### config.mk
export PLATFORM = sky130hd
export DESIGN_NAME = irq_controller
export DESIGN_NICKNAME = d
export VERILOG_FILES = /design/src/rtl/irq_controller.sv
export SDC_FILE = /design/constraint.sdc
export NUM_CORES = 1
export LEC_CHECK = 0
export CAP_MARGIN = 30
export CORE_MARGIN = 1.5
export CORE_UTILIZATION = 45
export CTS_BUF_LIST = sky130_fd_sc_hd__clkbuf_8
export CTS_CLUSTER_SIZE = 30
export DETAILED_ROUTE_END_ITERATION = 8
export HOLD_SLACK_MARGIN = 0.15
export PLACE_DENSITY = 0.8
export SLEW_MARGIN = 20
export SYNTH_ARGS = -nofsm -noshare
export SYNTH_HDL_FRONTEND = slang
export SYNTH_SLANG_ARGS = --single-unit
### constraint.sdc
create_clock -name clk -period 1.75 [get_ports clk]
set_clock_uncertainty 0.1 [all_clocks]
set_input_delay 0.175 -clock clk [delete_from_list [all_inputs] [get_ports clk]]
set_output_delay 0.175 -clock clk [all_outputs]
set_load 0.02 [all_outputs]
### src/rtl/irq_controller.sv
// Interrupt source for the CP0 handshake: synchronises and edge-detects the
// peripheral lines, masks and prioritises them, and drives ir_in until ack/eoi.
module irq_controller #(
  parameter int NUM_SRC = 8,
  parameter int VEC_W   = 4
) (
  input  logic               clk,
  input  logic               rst,
  input  logic [NUM_SRC-1:0] src,
  input  logic               ack,
  input  logic               eoi,
  input  logic [1:0]         reg_addr,
  input  logic               reg_we,
  input  logic [31:0]        reg_wdata,
  output logic [31:0]        reg_rdata,
  output logic               ir_out,
  output logic [VEC_W-1:0]   vector
);

  typedef enum logic [1:0] {IDLE = 2'd0, REQ = 2'd1, SERVICE = 2'd2} state_t;

  state_t             state_q, state_d;
  logic [NUM_SRC-1:0] s1_q, s2_q, s3_q;
  logic [NUM_SRC-1:0] mask_q, mask_d, pend_q, pend_d;
  logic [NUM_SRC-1:0] req_vec, edge_det, set_v, clr_v;
  logic [VEC_W-1:0]   vec_q, vec_d, insvc_q, insvc_d, win;
  logic               unused_wdata;

  assign edge_det     = s2_q & ~s3_q;
  assign req_vec      = pend_q & mask_q;
  assign unused_wdata = ^reg_wdata[31:NUM_SRC];

  // Scan high to low so the lowest set index is the last one written.
  always_comb begin
    win = '0;
    for (int i = NUM_SRC - 1; i >= 0; i--)
      if (req_vec[i]) win = VEC_W'(i);
  end

  always_comb begin
    state_d = state_q;
    vec_d   = vec_q;
    insvc_d = insvc_q;
    mask_d  = mask_q;
    set_v   = edge_det;
    clr_v   = '0;
    if (reg_we) begin
      case (reg_addr)
        2'd0:    mask_d = reg_wdata[NUM_SRC-1:0];
        2'd1:    clr_v  = reg_wdata[NUM_SRC-1:0];
        2'd3:    set_v  = set_v | reg_wdata[NUM_SRC-1:0];
        default: ;
      endcase
    end
    case (state_q)
      IDLE: begin
        if (|req_vec) begin
          state_d = REQ;
          vec_d   = win;
        end
      end
      REQ: begin
        // The CPU has already committed to the entry once ack arrives, so it
        // outranks a simultaneous withdrawal.
        if (ack) begin
          clr_v   = clr_v | ({{(NUM_SRC-1){1'b0}}, 1'b1} << vec_q);
          insvc_d = vec_q;
          state_d = SERVICE;
        end else if (req_vec == '0) begin
          state_d = IDLE;
        end else begin
          vec_d = win;
        end
      end
      SERVICE: if (eoi) state_d = IDLE;
      default: state_d = IDLE;
    endcase
    // Set after clear so a coincident edge or SWTRIG wins.
    pend_d = (pend_q & ~clr_v) | set_v;
  end

  always_ff @(posedge clk or posedge rst) begin
    if (rst) begin
      s1_q    <= '0;
      s2_q    <= '0;
      s3_q    <= '0;
      mask_q  <= '0;
      pend_q  <= '0;
      insvc_q <= '0;
      vec_q   <= '0;
      state_q <= IDLE;
    end else begin
      s1_q    <= src;
      s2_q    <= s1_q;
      s3_q    <= s2_q;
      mask_q  <= mask_d;
      pend_q  <= pend_d;
      insvc_q <= insvc_d;
      vec_q   <= vec_d;
      state_q <= state_d;
    end
  end

  always_comb begin
    reg_rdata = '0;
    case (reg_addr)
      2'd0: reg_rdata[NUM_SRC-1:0] = mask_q;
      2'd1: reg_rdata[NUM_SRC-1:0] = pend_q;
      2'd2: begin
        reg_rdata[1:0]       = state_q;
        reg_rdata[8 +: VEC_W] = insvc_q;
      end
      default: ;
    endcase
  end

  assign ir_out = (state_q == REQ);
  assign vector = vec_q;

endmodule

**Yosys cells after proc, flatten, opt, wreduce, memory -nomap -nowiden**

Index checks and enable logic that the tools add are counted.

- Eq/ne operators: 10
- Shifts and indexed selects: 1
- Mux-type cells: 26
- Bitwise logic cells: 8
- Reduce and logical (&&, ||, !) cells: 9

Operators with widths:

| cell | number |
|---|---|
| $mux W8 | 6 |
| $mux W4 | 11 |
| $and A8 B8 Y8 | 3 |
| $or A8 B8 Y8 | 3 |
| $not A8 Y8 | 2 |
| $pmux W2 S3 | 2 |
| $pmux W6 S2 | 1 |
| $logic_not A8 Y1 | 1 |
| $mux W2 | 4 |
| $ne A2 B2 Y1 const B | 4 |
| $pmux W4 S2 | 1 |
| $reduce_or A8 Y1 | 1 |
| $shl A1 B4 Y8 const A | 1 |
| $eq A2 B2 Y1 const B | 3 |
| $eq A2 B1 Y1 const B | 2 |
| $logic_not A2 Y1 | 2 |
| $reduce_and A2 Y1 | 2 |
| $reduce_and A4 Y1 | 1 |
| $mux W3 | 1 |
| $ne A3 B2 Y1 const B | 1 |
| $reduce_and A3 Y1 | 1 |
| $reduce_bool A2 Y1 | 1 |

- Bits in registers: 50
- Input port bits: 47
- Output and inout bits: 37
- Logic and storage cells: 62

**Depth between registers and ports, before layout**

- Depth in word-level cells: 12
- Gate-level depth with buffers: 5
- Mapped depth without buffers: 4

**Least setup slack after synthesis**

No wires, ideal clock.

- Path kind: register -> register
- From: register state_q[1]
- To: register pend_q[4]
- Arrival: 1181 ps
- Slack: 340 ps
- Stages on the path, launching flop included: 5
- Clock period less this slack: 1410 ps
- Path through: dfrtp_1 > and2b_1 > nand3_1 > o311ai_1 > nand2_1

- Word-level cells in the longest chain between the ends: 5

RTL lines:

| what | line | text |
|---|---|---|
| start: declaration | 22 | `state_t state_q, state_d;` |
| start signal: assignment | 100 | `state_q <= state_d;` |
| $eq A2 B1 Y1 | n/a |  |
| named net ir_out | 16 | `output logic ir_out,` |
| $mux W8 | 55 | `case (state_q)` |
| $not A8 Y8 | 79 | `pend_d = (pend_q & ~clr_v) \| set_v;` |
| $and A8 B8 Y8 | 79 |  |
| $or A8 B8 Y8 | 79 |  |
| named net pend_d[4] | 24 | `logic [NUM_SRC-1:0] mask_q, mask_d, pend_q, pend_d;` |
| end signal: assignment | 97 | `pend_q <= pend_d;` |
| end: declaration | 24 |  |

The timed path passes the listed nets, and every way through them passes these cells.
A chain may end at the register's enable or synchronous reset.

**Worst setup path in the final report**

- From: register vec_q[1], in the netlist vector[1]
- To: output vector[1]

RTL lines:

| what | line | text |
|---|---|---|
| start: declaration | 26 | `logic [VEC_W-1:0] vec_q, vec_d, insvc_q, insvc_d, win;` |
| start signal: assignment | 99 | `vec_q <= vec_d;` |
| end: declaration | 17 | `output logic [VEC_W-1:0] vector` |

No word-level cell between the ends.

==> results.toml <==
[sta]
max_freq_ghz = 0.597
setup-tns-final_ns = 0
rsz0062_at_grt = "false"
drv_slew = 0
setup_viol = 0
hold_viol = 0
period_minus_slack_ns = 1.68
fin_ws_ns = 0.0743
hold_ws_ns = 0.210
min_period_over_period_pct = 95.8

[drt]
firstDrtPassIters = 6
met1_length_mm = 1.77
routed.top_layer = "met4"
vias = 1457
ant_nets = 0
wl_met3_um = 172
drt_wl_total_mm = 3.93
wl_met2_mm = 1.95
drtIter0Drc = 96
routed_via_density = 4.97
wire_per_inst_um = 13.4
drc_errors = 3

[setup_path]
critPathTopFamily = "buffers and inverters"
slowest_stage = "clkdlybuf4s50_1"
path_max_fanout = 8
path_class = "reg -> out"
path_buf_inv = 1
cp.required_ns = 1.47
cp-end-kind = "output port"
cp_slowest_stage_delay_ns = 0.64
start_kind = "flop"
critPathArrivalTime_ns = 1.40
crit_chain = "clkdlybuf4s50_1"

[synth]
synth.most_common_cell = "dfrtp_1"
syn_inst = 191
synth_edf_count = 0
synth-xor-area-share_pct = 0
synth_area_mm2 = 0.00213
ys.flop_type = "dfrtp_1"
synth_top_cells_by_count = "48 x dfrtp_1, 30 x nand2_1, 22 x buf_4"
synth_top_area_share_pct = 56.4
synth_compound_area_share_pct = 10.6
muxShareOfSynthArea_pct = 8.52
synth_top_family_by_area = "simple AND/OR/NAND/NOR gates"
seq_area_frac_synth_pct = 56.4
yosysUniqueCellTypes = 32
avgSynthCellArea_um2 = 11.1
yosys.area_share.simple_pct = 15.1
synth_warnings = 0
synthArstFlopShare_pct = 100
synthTopCellsByArea = "dfrtp_1 56%, buf_4 7.8%, nand2_1 5.3%, mux2_2 4.8%, mux2i_1 3.8%"
synth_seq_cells = 48
synth_fa_ha_area_share_pct = 0
yosys.area.top_type = "dfrtp_1"

[place]
dpl.hpwl_mm = 2.89
placed_cell_area_mm2 = 0.00255
gp_congestion = 0.883
place.port_buffers = 37
pre_cts_ws_ns = -0.335

[grt]
grt_pass1_wl_mm = 6.44
grt_max_degree = 49
grt_overflow = 0
antenna_found_initial = 0
grt_util_all_layers_pct = 16.2
grt_pass1_vias = 1385

[final_layout]
diodes = 0
design_area_mm2 = 0.00264
areaGrowthSynthToFinish_pct = 24.2
nNetsFinal = 287
drive_gt1_share_pct = 13.3

[cts]
htreeDepth = 2
clk_path_buf_depth = 2
root_buffer = "clkbuf_8"
post-cts-setup-buffer-count = 0
tritoncts = "yes"
insertion_delay_ns = 0.30
cts_sinks = 48
clkSlewWorstSetupHoldPaths_ns = 0.08
cts_buffers = 5

[outcome]
failed_checks = "design-rule violations"
status = "complete, but fails checks"

[floorplanning]
die_w_um = 71.8
die_area_mm2 = 0.00515
die_h_um = 71.8
core_mm2 = 0.00444
io_pins = 84
num_rows = 24
start_util_pct = 47.9

[power]
power_mw = 3.12
p_leak_nw = 1.21
p_per_area_mw_per_mm2 = 1180
ir_drop_mv = 0.600

[min_path]
hp-class = "in -> reg"

[flow_run]
maxCapViolations = 0
## layout make-up
type | count | area (um2)
Sequential cell | 48 | 1200
Tap cell | 52 | 65.1
Clock inverter | 3 | 16.3
Clock buffer | 5 | 68.8
Multi-Input combinational cell | 135 | 815
Fill cell | 400 | 1800
Inverter | 3 | 11.3
Timing Repair Buffer | 47 | 465
## power by group
part / internal (mW) / total (mW) / switching, mW
clock network: 0.274 / 0.620 / 0.347
registers: 1.31 / 1.51 / 0.197
logic: 0.462 / 0.991 / 0.529
## cell usage in the layout, fill, tap and decap left out, types with 2 or more instances in the layout
master	instances
a22oi_1	2
inv_1	4
a21oi_1	13
nand3_1	2
dlygate4sd2_1	11
buf_4	6
mux2_2	9
o311ai_1	2
nor2b_1	9
and2_1	4
nand2b_1	2
mux2i_1	8
buf_12	2
o211ai_1	7
o21ai_0	5
nand2_1	30
nor2_1	6
clkdlybuf4s50_1	24
conb_1	22
dfrtp_1	47
clkbuf_8	5
## final timing paths
path / slack [ns] / cells after the start / to / start
max in group asynchronous: 0.63 / 4 / vector[1]$_DFFE_PP0P_ / rst
max reg2reg: 0.25 / 4 / pend_q[4]$_DFF_PP0_ / state_q[1]$_DFFE_PP0P_
min in group asynchronous: 0.67 / 4 / s1_q[4]$_DFF_PP0_ / rst
min reg2reg: 0.25 / 0 / s2_q[1]$_DFF_PP0_ / s1_q[1]$_DFF_PP0_
max: 0.07 / 1 / vector[1] / vector[1]$_DFFE_PP0P_
min: 0.21 / 1 / s1_q[1]$_DFF_PP0_ / src[1]
## registers in the layout, summed over array words and instances (netlist names)
register	flops
s2_q	8
mask_q	8
pend_q	8
s3_q	8
state_q	2
s1_q	8
insvc_q	3
vector	3
## metrics by stage
stage | util, % | cells
global placement | 57.4 | 284
detailed placement | 57.4 | 284
CTS | 59.3 | 293
global route | 59.5 | 293
finish | 59.5 | 293
floorplan | - | 212
## layer usage
layer	up-vias	global-route usage (%)
met2	42	26.7
met3	4	3.94
li1	713	-
met4	0	5.24
met1	698	21.2
met5	-	0
## cell families (layout without fill, tap and decap cells)
kind of cell           count (synthesis)  count (layout)
AO/OA/AOI/OAI                         35              35
flip-flops                            48              48
buffers and inverters                 29              58
multiplexers                          17              17
AND/OR/NAND/NOR                       61              61
other                                  1              22
## repair_timing
item	in CTS	in global routing
endpoints found under the setup margin	13	3
resized for setup	14	3
hold buffers	1	0
hold endpoints to repair	48	0
(Power assumes the default switching activity.)
